==> config.mk <==
export PLATFORM = sky130hd
export DESIGN_NAME = imem_arbiter
export DESIGN_NICKNAME = d
export VERILOG_FILES = /design/src/rtl/imem_arb_pkg.sv /design/src/rtl/imem_arb_select.sv /design/src/rtl/imem_arbiter.sv
export SDC_FILE = /design/constraint.sdc
export NUM_CORES = 1
export LEC_CHECK = 0
export BUFFER_PORTS_ARGS = -buffer_cell sky130_fd_sc_hd__buf_2
export CORE_MARGIN = 5
export CORE_UTILIZATION = 36
export CTS_CLUSTER_SIZE = 12
export DETAILED_ROUTE_END_ITERATION = 6
export PLACE_DENSITY_LB_ADDON = 0.1
export SLEW_MARGIN = 10
export SYNTH_ARGS = -nofsm -noshare
export SYNTH_HDL_FRONTEND = slang
export SYNTH_SLANG_ARGS = --single-unit
export TNS_END_PERCENT = 1
==> constraint.sdc <==
create_clock -name clk -period 1.95 [get_ports clk]
set_input_delay 0.195 -clock clk [delete_from_list [all_inputs] [get_ports clk]]
set_output_delay 0.195 -clock clk [all_outputs]
set_load 0.05 [all_outputs]
==> src/rtl/imem_arb_pkg.sv <==
// Shared types and constants for the instruction-ROM read-port arbiter.
package imem_arb_pkg;

    // Width of the debug starvation counter.
    localparam int STARVE_W = 4;

    // ROM micro-instruction encoding seen on mem_instruction.
    localparam int                  MEM_OP_W     = 2;
    localparam logic [MEM_OP_W-1:0] MEM_NONE     = 2'd0;
    localparam logic [MEM_OP_W-1:0] MEM_LDINSTRC = 2'd1;

    // Owner and status of the read issued in the previous cycle.
    typedef enum logic [2:0] {
        IDLE       = 3'd0,
        RESP_FETCH = 3'd1,
        RESP_DBG   = 3'd2,
        ERR_FETCH  = 3'd3,
        ERR_DBG    = 3'd4
    } resp_state_e;

endpackage

==> src/rtl/imem_arb_select.sv <==
// Fixed-priority grant selection: fetch wins unless debug has waited
// STARVE_LIMIT consecutive fetch grants.
module imem_arb_select
    import imem_arb_pkg::*;
#(
    parameter int STARVE_LIMIT = 4
) (
    input  logic                block_i,
    input  logic                fetch_req_i,
    input  logic                dbg_req_i,
    input  logic [STARVE_W-1:0] starve_cnt_i,
    output logic                fetch_gnt_o,
    output logic                dbg_gnt_o
);

    localparam logic [STARVE_W-1:0] LIMIT = STARVE_W'(STARVE_LIMIT);

    // At most one grant per cycle; block_i suppresses all grants.
    always_comb begin
        fetch_gnt_o = 1'b0;
        dbg_gnt_o   = 1'b0;
        if (!block_i) begin
            if (fetch_req_i && dbg_req_i) begin
                if (starve_cnt_i == LIMIT) begin
                    dbg_gnt_o = 1'b1;
                end else begin
                    fetch_gnt_o = 1'b1;
                end
            end else if (fetch_req_i) begin
                fetch_gnt_o = 1'b1;
            end else if (dbg_req_i) begin
                dbg_gnt_o = 1'b1;
            end
        end
    end

endmodule

==> src/rtl/imem_arbiter.sv <==
// Shares the instruction ROM's registered read port between the CPU fetch
// path and a debug port, routing each 1-cycle-latency response back to its
// owner. Out-of-range addresses are answered with an error, ROM untouched.
module imem_arbiter
    import imem_arb_pkg::*;
#(
    parameter int ADDR_W       = 11,
    parameter int DATA_W       = 32,
    parameter int MEM_DEPTH    = 256,
    parameter int STARVE_LIMIT = 4
) (
    input  logic                clk,
    input  logic                reset,
    input  logic                fetch_req,
    input  logic [ADDR_W-1:0]   fetch_addr,
    output logic                fetch_gnt,
    output logic                fetch_rvalid,
    output logic [DATA_W-1:0]   fetch_rdata,
    output logic                fetch_err,
    input  logic                dbg_req,
    input  logic [ADDR_W-1:0]   dbg_addr,
    output logic                dbg_gnt,
    output logic                dbg_rvalid,
    output logic [DATA_W-1:0]   dbg_rdata,
    output logic                dbg_err,
    output logic [MEM_OP_W-1:0] mem_instruction,
    output logic [ADDR_W-1:0]   mem_pc,
    input  logic [DATA_W-1:0]   rom_instruction
);

    // One extra bit so MEM_DEPTH == 2**ADDR_W still compares correctly.
    localparam logic [ADDR_W:0]       DEPTH_L = (ADDR_W+1)'(MEM_DEPTH);
    localparam logic [STARVE_W-1:0]   LIMIT   = STARVE_W'(STARVE_LIMIT);

    resp_state_e         state_q, state_d;
    logic [STARVE_W-1:0] starve_q, starve_d;
    logic [ADDR_W-1:0]   pc_q, pc_d;
    logic [ADDR_W-1:0]   gnt_addr;
    logic                gnt_any;
    logic                gnt_in_range;

    imem_arb_select #(
        .STARVE_LIMIT (STARVE_LIMIT)
    ) u_select (
        .block_i      (reset),
        .fetch_req_i  (fetch_req),
        .dbg_req_i    (dbg_req),
        .starve_cnt_i (starve_q),
        .fetch_gnt_o  (fetch_gnt),
        .dbg_gnt_o    (dbg_gnt)
    );

    assign gnt_any      = fetch_gnt | dbg_gnt;
    assign gnt_addr     = fetch_gnt ? fetch_addr : dbg_addr;
    assign gnt_in_range = ({1'b0, gnt_addr} < DEPTH_L);

    // Drive the ROM in the grant cycle; the address holds when idle.
    always_comb begin
        mem_instruction = MEM_NONE;
        pc_d            = pc_q;
        if (gnt_any) begin
            if (gnt_in_range) begin
                mem_instruction = MEM_LDINSTRC;
                pc_d            = gnt_addr;
            end else begin
                pc_d            = '0;
            end
        end
    end

    assign mem_pc = reset ? '0 : pc_d;

    // Debug waiting behind fetch counts up (saturating); any debug grant
    // or absent debug request clears it.
    always_comb begin
        starve_d = starve_q;
        if (dbg_gnt || !dbg_req) begin
            starve_d = '0;
        end else if (fetch_gnt && (starve_q != LIMIT)) begin
            starve_d = starve_q + 1'b1;
        end
    end

    // Next response state: owner/status of this cycle's grant.
    always_comb begin
        state_d = IDLE;
        if (fetch_gnt) begin
            state_d = gnt_in_range ? RESP_FETCH : ERR_FETCH;
        end else if (dbg_gnt) begin
            state_d = gnt_in_range ? RESP_DBG : ERR_DBG;
        end
    end

    // State, starvation counter and held ROM address registers.
    always_ff @(posedge clk) begin
        if (reset) begin
            state_q  <= IDLE;
            starve_q <= '0;
            pc_q     <= '0;
        end else begin
            state_q  <= state_d;
            starve_q <= starve_d;
            pc_q     <= pc_d;
        end
    end

    // Response routing; a pending response is dropped while reset is high.
    always_comb begin
        fetch_rvalid = 1'b0;
        fetch_rdata  = '0;
        fetch_err    = 1'b0;
        dbg_rvalid   = 1'b0;
        dbg_rdata    = '0;
        dbg_err      = 1'b0;
        if (!reset) begin
            case (state_q)
                RESP_FETCH: begin
                    fetch_rvalid = 1'b1;
                    fetch_rdata  = rom_instruction;
                end
                RESP_DBG: begin
                    dbg_rvalid = 1'b1;
                    dbg_rdata  = rom_instruction;
                end
                ERR_FETCH: begin
                    fetch_rvalid = 1'b1;
                    fetch_err    = 1'b1;
                end
                ERR_DBG: begin
                    dbg_rvalid = 1'b1;
                    dbg_err    = 1'b1;
                end
                default: ;
            endcase
        end
    end

endmodule

---- Word-level counts from Yosys, hierarchy flattened ----
Index checks and enable logic that the tools add are counted.
W data, S select, Z words.
storage, ports and cells
  bits in registers ....................... 18
  output and inout port bits .............. 83
  word-level logic and storage cells ...... 50
  input port bits ......................... 58
operators by class
  magnitude comparators ................... 1
  multiplexer cells ....................... 31
  reduce and logical (&&, ||, !) cells .... 7
  add/subtract/negate cells ............... 1
  equal/unequal tests ..................... 6
  bitwise operators ....................... 1
operators by type and width
  cell                   count
  $mux W32               4
  $mux W11               4
  $mux W1                19
  $lt A11 B9 Y1 const B  1
  $mux W3                3
  $eq A3 B2 Y1 const B   2
  $reduce_or A2 Y1       3
  $add A4 B1 Y4 const B  1
  $eq A4 B3 Y1 const B   1
  $ne A4 B3 Y1 const B   1
  $eq A3 B1 Y1 const B   1
  $eq A3 B3 Y1 const B   1
  $logic_and A1 B1 Y1    2
  $mux W2                1
  $logic_not A1 Y1       1
  $logic_or A1 B1 Y1     1
  $or A1 B1 Y1           1

---- Depth between registers and ports, before layout ----
Gate-level depths: netlist of the first run.
  depth in word-level cells ............... 9
  mapped depth ............................ 8
  gate-level depth less buffers ........... 6

---- Cells and area by module ----
Synthesis of the first run repeated with hierarchy kept, for this count alone.
unflattened totals
  cell total of the unflattened synthesis .. 170
  area, all modules ....................... 1365.1 µm²
by module, submodules not included
  module           sequential area each (µm²)  cells each  area each (µm²)  instances
  imem_arbiter     360.3                       165         1325.0           1
  imem_arb_select  0.0                         5           40.0             1

---- Worst setup path before layout of the first run ----
OpenSTA, ideal clock, no wires.
  path type ............................... register to output
  from .................................... register state_q[2]
  to ...................................... output dbg_rvalid
  required time ........................... 1755 ps
  path slack .............................. -846 ps
  cell stages (with the launch flop) ...... 3
  data arrival time ....................... 2601 ps
  path buffers ............................ 0
  path through ............................ dfxtp_1 > nor4b_1 > or2_2
between the ends
  longest elaborated chain between the ends .. 4
  elaborated cells on any way between the ends .. 5
ends and longest elaborated chain
  element                                              RTL line             RTL
  from (decl)                                          imem_arbiter.sv:35   resp_state_e state_q, state_d;
  from (signal assigned)                               imem_arbiter.sv:101  state_q <= state_d;
  $eq A3 B3 Y1 / $eq A3 B2 Y1 (equally long branches)  imem_arbiter.sv:116  case (state_q)
  $reduce_or A2 Y1 (no line) (*)                       -
  $mux W1 (*)                                          imem_arbiter.sv:116
  $mux W1 (*)                                          imem_arbiter.sv:115  if (!reset) begin
  to (decl)                                            imem_arbiter.sv:23   output logic dbg_rvalid,
Mark *: on every way between the ends. The rest lies on a longest branch, timed or not.

---- Final worst setup path of the first run ----
  from .................................... register starve_q[1]
  to ...................................... output mem_pc[0]
between the ends
  longest elaborated chain between the ends .. 9
  elaborated cells on any way between the ends .. 13
ends and longest elaborated chain
  element                 RTL line               RTL
  from (decl)             imem_arbiter.sv:36     logic [STARVE_W-1:0] starve_q, starve_d;
  from (signal assigned)  imem_arbiter.sv:102    starve_q <= starve_d;
  $eq A4 B3 Y1 (*)        imem_arb_select.sv:24  if (starve_cnt_i == LIMIT) begin
  $mux W1                 imem_arb_select.sv:24
  $mux W1                 imem_arb_select.sv:23  if (fetch_req_i && dbg_req_i) begin
  $mux W1                 imem_arb_select.sv:22  if (!block_i) begin
  $mux W11                imem_arbiter.sv:54     assign gnt_addr = fetch_gnt ? fetch_addr : dbg_addr;
  $lt A11 B9 Y1           imem_arbiter.sv:55     assign gnt_in_range = ({1'b0, gnt_addr} < DEPTH_L);
  $mux W11                imem_arbiter.sv:62     if (gnt_in_range) begin
  $mux W11 (*)            imem_arbiter.sv:61     if (gnt_any) begin
  $mux W11 (*)            -
  to (decl)               imem_arbiter.sv:27     output logic [ADDR_W-1:0] mem_pc,
Marks and branches as above.

==> out/metrics.cfg, run 1 <==
[cells_and_area]
drive_gt1_frac = 0.583
area_growth_pct = 66.7
multiInputGateArea_mm2 = 0.00101
final_net_count = 374
layout_common_cells = buf_2 (129), and2_1 (68), dfxtp_1 (15)
antenna_cells = 0
layout.cells.most_common = buf_2
seqCellArea_um2 = 364
final_area_mm2 = 0.00238
final_cell_count_no_fill = 360
fillers = 337

[placement]
gp_congestion = 0.810
placed_area_mm2 = 0.00221
hpwl_mm = 4.01
dpl_worst_slack_ps = 25.1
io_buffers = 139
dp_cells = 355

[pwr]
seq_power_share = 0.375
clkPwrFrac = 0.250
design_power_total_mw = 1.02
comb_power_share = 0.375
p_leak_nw = 1.32
switching_share = 0.368
p_int_uw = 644
switching_power_uw = 375
power_density_mw_per_mm2 = 429
vdd_drop_max_uv = 366

[min_path]
hp-class = in -> reg

[worst_setup_path]
critPathKind = reg -> out
crit_family = simple AND/OR/NAND/NOR gates
required_ps = 1750
cp.arrival_ps = 1760
crit_path_end_kind = output pin
critPathBufInv = 3
crit_fanout = 4
path_cells = inv_2 -> ha_4 -> and4b_1 -> or2_4 -> buf_6 -> o211ai_2 -> buf_6
crit_top_cell = buf_6
crit_path_start_kind = flip-flop
critPathSlowestCell = dfxtp_2
slowest_delay_ps = 340

[clock_network]
cts_max_path_buffers = 2
clock_latency_ps = 250
ctsHtreeMaxLevel = 1
clk_pin_slew_ps = 70
cts_tree = done
numCtsBuffers = 3
cts_root_buf = clkbuf_8
clock_sinks = 18

[logic_synthesis]
yosys.area_share.simple = 0.496
syn-num-nets = 230
syn_inst = 170
syn_area_per_cell_um2 = 8.38
synth_top_family_by_area = simple AND/OR/NAND/NOR gates
synth.area.mux_share = 0.0211
synth_seq_cells = 18
synth_xor_area_frac = 0
yosys-top-cells-area = and2_1 (30%), dfxtp_1 (25%), o211ai_2 (7.0%)
yosysSeqAreaShare = 0.253
synth-compound-area-share = 0.130
synth_area_mm2 = 0.00143
synth_top_cell_area_share = 0.299
ys_warn_count = 0
synth.distinct_cells = 34
synth-adder-area-share = 0.0176
synth.largest_area_cell = and2_1

[sta]
setup_violations = 1
rsz0062_at_grt = yes
hold_ws_ps = 250
hold_viol_final = 0
skew_ps = 0.948
layout_setup_ws_ps = -2.57
min_period_ps = 1950
maxSlewViolCount = 0
fmax_ghz = 0.512
fin_crit_sh = 1.00

[flow_run]
cap_viol_max_count = 0

[floorplan]
die_w_um = 72.9
ioPinCount = 141
num_rows = 22
core_area_mm2 = 0.00374
die_area_mm2 = 0.00532
die_y_um = 72.9
initial_utilization = 0.381

[detailed_routing]
via_per_inst = 4.68
drc = 0
drt_wl_total_mm = 4.88
firstDrtPassIters = 4
antenna_left = 0
first_iter_violations = 38
detail_route.wl_per_cell_um = 13.6
vias = 1683

[global_route]
grt.busiest_layer = met2
grt_pass1_vias = 1645
use_met2 = 0.321
grt-ovfl-total = 0
grt_util_met1 = 0.206
grt_usage = 0.179
antenna_found_initial = 0
grt_pass1_wl_mm = 7.78
grt_start_max_net_pins = 34
gr-usage-met3 = 0.0468

[outcome]
violations = negative setup slack
outcome = finished with violations

[final timing paths]
check | from | end | slack (ps) | cells past startpoint
max | starve_q[1] | mem_pc[0] | -3 | 7
min reg2reg | pc_q[9] | pc_q[9] | 450 | 1
min | dbg_addr[5] | pc_q[5] | 250 | 3
max reg2reg | starve_q[1] | pc_q[7] | 510 | 6
[registers in the layout, indices dropped and copies added, names as in the netlist]
register / flops
pc_q: 11
state_q: 3
starve_q: 4
[logic make-up after synthesis]
logic type | count (synthesis)
AO/OA/AOI/OAI | 18
adder cells (fa/ha/maj) | 2
buffers and inverters | 18
flip-flops | 18
multiplexers | 3
other | 1
AND/OR/NAND/NOR | 110
[through the flow]
step                TNS (ps)   util
floorplan              -2410      -
global placement           0  0.591
detailed placement         0  0.591
CTS                     -114  0.629
global route            -352  0.635
finish                 -2.57  0.635
[power groups by stage]
| stage | Sequential, mW | Clock (mW) | Combinational, mW |
|---|---|---|---|
| detailed placement | 0.390 | 0 | 0.369 |
| floorplan | 0.389 | 0 | 0.249 |
| finish | 0.382 | 0.255 | 0.382 |
| global route | 0.383 | 0.277 | 0.408 |
| global placement | 0.389 | 0 | 0.367 |
| CTS | 0.381 | 0.261 | 0.382 |
[synthesized netlist by cell type, drive strengths merged]
| cell type | number |
|---|---|
| buf | 7 |
| nand3b | 2 |
| nor3 | 4 |
| a21oi | 1 |
| mux2i | 3 |
| or2 | 2 |
| inv | 4 |
| o2111ai | 8 |
| and4b | 1 |
| nor3b | 3 |
| clkbuf | 7 |
| and3b | 1 |
| o21ba | 1 |
| nand2 | 10 |
| and2b | 1 |
| ha | 2 |
| conb | 1 |
| o211ai | 8 |
| and2 | 68 |
| nor2b | 1 |
| nand3 | 9 |
| nor4b | 3 |
| dfxtp | 18 |
| nor2 | 2 |
| nand2b | 3 |
[final cells by class]
class / instances / area share
multi-input combinational: 134 / 0.424
inverter: 4 / 0.00843
clock buffer: 3 / 0.0174
timing repair buffer: 153 / 0.372
tap: 48 / 0.0253
sequential: 18 / 0.153
[worst reg2reg max path, stage by stage (launching register included)]
cell and delay [ps]:
dfxtp_2 340, inv_2 40, ha_4 150, and4b_1 210
buf_4 160, o2111ai_1 290, o211ai_4 130
[routing by layer]
layer,vias to the layer above,share of wire
li1,854,-
met1,738,0.39
met2,85,0.50
met3,6,0.096
met4,0,0.016
met5,-,0
[repair_timing]
item / 4_1_cts / 5_1_grt
gates resized for setup: 28 / 5
pin swaps: 10 / 1
hold buffers: 0 / 0
endpoints found under the hold margin: 0 / 0
endpoints found under the setup margin: 9 / 30
buffers inserted: 2 / 0
Note: power is estimated with default switching activity, not from simulation.
==> inputs of run 2 (changes only) <==
--- a/config.mk
+++ b/config.mk
@@ -6,6 +6,7 @@
 export NUM_CORES = 1
 export LEC_CHECK = 0
 export BUFFER_PORTS_ARGS = -buffer_cell sky130_fd_sc_hd__buf_2
+export CORE_ASPECT_RATIO = 0.5
 export CORE_MARGIN = 5
 export CORE_UTILIZATION = 36
 export CTS_CLUSTER_SIZE = 12
==> run 2 against run 1 <==
The flow still finishes with violations (negative setup slack). Via count increased by 0.83%. Utilization decreased by 1.0 points. Cell area increased by 1.6%. Global-route usage decreased by 0.87 points. Routed wire length increased by 0.57%. Die area increased by 1.4%. Worst hold slack got worse by 11 ps. Combinational power about the same. Largest cell class unchanged. Setup slack got worse by 56 ps. Register-to-register slack got worse by 140 ps.
==> out/metrics.cfg, run 2 (synthesis gave the netlist of run 1 again) <==
[outcome]
outcome = finished with violations
violations = negative setup slack

[detailed_routing]
drc = 0
firstDrtPassIters = 4
via_per_inst = 4.57
antenna_left = 0
vias = 1697
first_iter_violations = 17
drt_wl_total_mm = 4.91
detail_route.wl_per_cell_um = 13.2

[worst_setup_path]
critPathKind = reg -> out
cp.arrival_ps = 1810
reg2reg_depth = 9
timing.rr.start = starve_q[0]
crit_path_start_kind = flip-flop
r2r_end = state_q[1]
r2r_slack_ps = 370
required_ps = 1750
crit_path_end_kind = output pin
crit_fanout = 5

[min_path]
worstHoldEndpoint = pc_q[2]
holdPathStages = 3
hold_start = dbg_addr[2]
hp-class = in -> reg

[global_route]
grt_usage = 0.171
grt_pass1_vias = 1595
grt-ovfl-total = 0
grt_pass1_wl_mm = 7.46
antenna_found_initial = 0
grt_start_max_net_pins = 20

[sta]
fin_crit_sh = 1.03
min_period_ps = 2010
fmax_ghz = 0.498
tns_ps = -58.6
skew_ps = 1.31
setup_violations = 1
layout_setup_ws_ps = -58.6
hold_viol_final = 0
rsz0062_at_grt = yes
hold_ws_ps = 239
maxSlewViolCount = 0

[pwr]
p_leak_nw = 1.35
power_density_mw_per_mm2 = 446
p_int_uw = 688
seq_power_share = 0.355
clkPwrFrac = 0.289
design_power_total_mw = 1.08
vdd_drop_max_uv = 406
switching_power_uw = 387
switching_share = 0.360
comb_power_share = 0.357

[clock_network]
cts_tree = done
numCtsBuffers = 3
clock_latency_ps = 260
clk_pin_slew_ps = 70
cts_max_path_buffers = 2
cts_root_buf = clkbuf_8
ctsHtreeMaxLevel = 1
clock_sinks = 18

[cells_and_area]
final_net_count = 378
fillers = 359
top_regs = pc_q (11), starve_q (4), state_q (3)
area_growth_pct = 69.4
utilization = 0.625
layout_common_cells = buf_2 (120), and2_1 (68), buf_4 (24)
drive_gt1_frac = 0.593
largest_reg_flops = 11
regMostFlops = pc_q
layout.cells.most_common = buf_2
antenna_cells = 0

[floorplan]
ioPinCount = 141
die_w_um = 99.0
die_y_um = 54.5
num_rows = 16
initial_utilization = 0.369
core_area_mm2 = 0.00386
die_area_mm2 = 0.00539

[placement]
gp_congestion = 0.866
dpl_worst_slack_ps = 36.4
io_buffers = 139
hpwl_mm = 3.94

[flow_run]
cap_viol_max_count = 0

## run 2: cell type report
cell class              count  area [um^2]  share of cell area
multi-input cells         134          991               0.411
repair buffers            157          916               0.379
flip-flops and latches     18          364               0.151
well taps                  54         67.6              0.0280
inverters                   4         20.0             0.00829
clock buffers               4         55.1              0.0228
## run 2: how the worst max path moves through the flow
| stage | endpoint | depth (start not counted) | start | slack [ps] |
|---|---|---|---|---|
| 3_5_place_dp | mem_instruction[0] | 8 | starve_q[1] | 40 |
| 2_1_floorplan | mem_instruction[0] | 8 | starve_q[0] | -130 |
| 4_1_cts | mem_instruction[0] | 8 | starve_q[1] | -60 |
| 3_3_place_gp | mem_instruction[0] | 8 | starve_q[1] | 70 |
| 5_1_grt | mem_instruction[0] | 8 | starve_q[0] | -110 |
| 6_report | mem_instruction[0] | 8 | starve_q[0] | -60 |
## run 2: per-stage QoR
stage / std cells / cell area [um^2]
2_1_floorplan: 170 / 1450
3_3_place_gp: 361 / 2210
3_5_place_dp: 361 / 2210
4_1_cts: 368 / 2370
5_1_grt: 371 / 2410
6_report: 371 / 2410
## run 2: per-layer routing
metal  up-vias  routed length [um]  GRT usage
met4         0                  69     0.0476
met3         9                 359     0.0344
met1       759                1920      0.186
met2        68                2560      0.348
met5         -                   0          0
li1        861                   -          -
## run 2: critical path, cell delays in order, from the launching register on
cell and delay, ps:
dfxtp_2 340, inv_2 40, ha_4 150, and4b_1 190, or2_1 240, buf_6 150, inv_6 60, mux2i_4 210
buf_6 180
## run 2: power by group through the flow
stage	registers (mW)	logic (mW)	clock network (mW)
after floorplan	0.389	0.249	0
after global placement	0.389	0.363	0
after detailed placement	0.390	0.367	0
after CTS	0.381	0.380	0.317
after global routing	0.382	0.409	0.336
final	0.382	0.383	0.311
## run 2: what timing repair did
item	4_1_cts	5_1_grt
hold endpoints to repair	0	0
endpoints found under the setup margin	35	35
buffers inserted	3	3
resized for setup	30	10
hold buffers	0	0
pin swaps	8	2
==> inputs of run 3 (changes only) <==
--- a/config.mk
+++ b/config.mk
@@ -9,6 +9,7 @@
 export CORE_ASPECT_RATIO = 0.5
 export CORE_MARGIN = 5
 export CORE_UTILIZATION = 36
+export CTS_BUF_LIST = sky130_fd_sc_hd__clkbuf_16
 export CTS_CLUSTER_SIZE = 12
 export DETAILED_ROUTE_END_ITERATION = 6
 export PLACE_DENSITY_LB_ADDON = 0.1
==> run 3 against run 2 <==
The run still ends with negative setup slack left. Sequential share of layout area is 0.070 points lower. First-iteration DRC count is 53% lower. Cell count is 0.27% lower. Combinational power hardly changed. Power is 9.9% higher. Via count is 0.47% higher. Clock-buffer cell count is 1 lower. Fmax is 0.32% higher. Die area stayed put. Clock power is 34% higher. Critical endpoint unchanged. Largest cell class unchanged. Highest routed layer unchanged.
==> out/metrics.cfg, run 3 (synthesis gave the netlist of run 1 again) <==
[placement]
gp_congestion = 0.866
io_buffers = 139
hpwl_mm = 3.94
dpl_worst_slack_ps = 36.4
dp_cells = 361
placed_area_mm2 = 0.00221

[sta]
fin_crit_sh = 1.03
setup_violations = 1
min_period_ps = 2000
fmax_ghz = 0.499
layout_setup_ws_ps = -52.2
maxSlewViolCount = 0
rsz0062_at_grt = yes
hold_viol_final = 0
skew_ps = 0.294

[global_route]
grt_start_max_net_pins = 20
grt_usage = 0.173
grt-ovfl-total = 0
grt_pass1_wl_mm = 7.48
antenna_found_initial = 0
grt_pass1_vias = 1610

[worst_setup_path]
crit_path_end_kind = output pin
crit_fanout = 5
crit_path_start_kind = flip-flop
critPathKind = reg -> out
cp.arrival_ps = 1810
required_ps = 1750

[min_path]
hp-class = in -> reg

[floorplan]
die_y_um = 54.5
die_area_mm2 = 0.00539
ioPinCount = 141
core_area_mm2 = 0.00386
initial_utilization = 0.369
die_w_um = 99.0
num_rows = 16

[cells_and_area]
fillers = 361
layout_common_cells = buf_2 (122), and2_1 (68), buf_4 (23)
area_growth_pct = 70.1
final_area_mm2 = 0.00242
final_net_count = 377
largest_reg_flops = 11
drive_gt1_frac = 0.589
final_cell_count_no_fill = 370
antenna_cells = 0
layout.cells.most_common = buf_2
top_regs = pc_q (11), starve_q (4), state_q (3)
regMostFlops = pc_q

[detailed_routing]
drc = 0
antenna_left = 0
first_iter_violations = 8
drt_wl_total_mm = 4.93
firstDrtPassIters = 4
via_per_inst = 4.61
detail_route.wl_per_cell_um = 13.3
vias = 1705

[clock_network]
clk_pin_slew_ps = 50
cts_max_path_buffers = 2
clock_sinks = 18
cts_root_buf = clkbuf_16
clock_latency_ps = 250
cts_hold_buffers = 0
numCtsBuffers = 3
cts_tree = done
ctsHtreeMaxLevel = 1

[outcome]
violations = negative setup slack
outcome = finished with violations

[pwr]
vdd_drop_max_uv = 460
design_power_total_mw = 1.18
power_density_mw_per_mm2 = 487
p_leak_nw = 1.35

[flow_run]
cap_viol_max_count = 0

## run 3: cell count changes in the layout (fill, tap and decap cells not counted), sizes merged
cell and delta:
clkbuf -3, buf +1, clkinv +1
## run 3: area by class of cell
type	count	area, um^2	share of cell area
multi-input combinational	134	991	0.409
timing repair buffer	156	903	0.373
sequential	18	364	0.150
clock buffer	3	75.1	0.0310
tap	54	67.6	0.0279
inverter	4	20.0	0.00826
clock inverter	1	3.75	0.00155
## run 3: timing repair
item,in CTS,in global routing
gates resized for setup,30,8
endpoints found under the setup margin,25,33
pin swaps,8,2
hold endpoints to repair,0,0
setup buffers,3,2
## run 3: critical path: stages (launching register included)
cell	delay [ps]
dfxtp_2	340
inv_2	50
ha_4	150
and4b_1	190
or2_1	240
buf_6	150
inv_6	60
mux2i_4	210
buf_6	180
## run 3: layer usage
layer | routed length (um) | vias to the layer above | GRT usage
met1 | 1950 | 771 | 0.186
met5 | 0 | - | 0
li1 | - | 861 | -
met3 | 356 | 6 | 0.0433
met4 | 51 | 0 | 0.0499
met2 | 2560 | 67 | 0.348
## run 3: report_power, final
part           switching, mW  internal [mW]  leakage, nW  total (mW)
Combinational          0.251          0.132         1.17       0.383
Clock                  0.144          0.273       0.0385       0.416
Sequential           0.00582          0.376        0.147       0.382
Total                  0.401          0.781         1.35        1.18
## run 3: metrics by stage
stage	utilization	setup TNS [ps]	hold WS, ps
floorplan	-	-2410	367
global placement	0.572	0	434
detailed placement	0.572	0	439
CTS	0.620	-64.3	246
global route	0.628	-481	263
finish	0.628	-52.2	248
## run 3: path summary, 6_finish.rpt
kind	startpoint	end	slack [ps]	depth (start not counted)
worst min register to register	pc_q[8]	pc_q[8]	450	1
worst max register to register	starve_q[1]	state_q[1]	370	9
worst min-delay path	dbg_addr[7]	pc_q[7]	250	3
worst max-delay path	starve_q[1]	mem_instruction[0]	-50	8
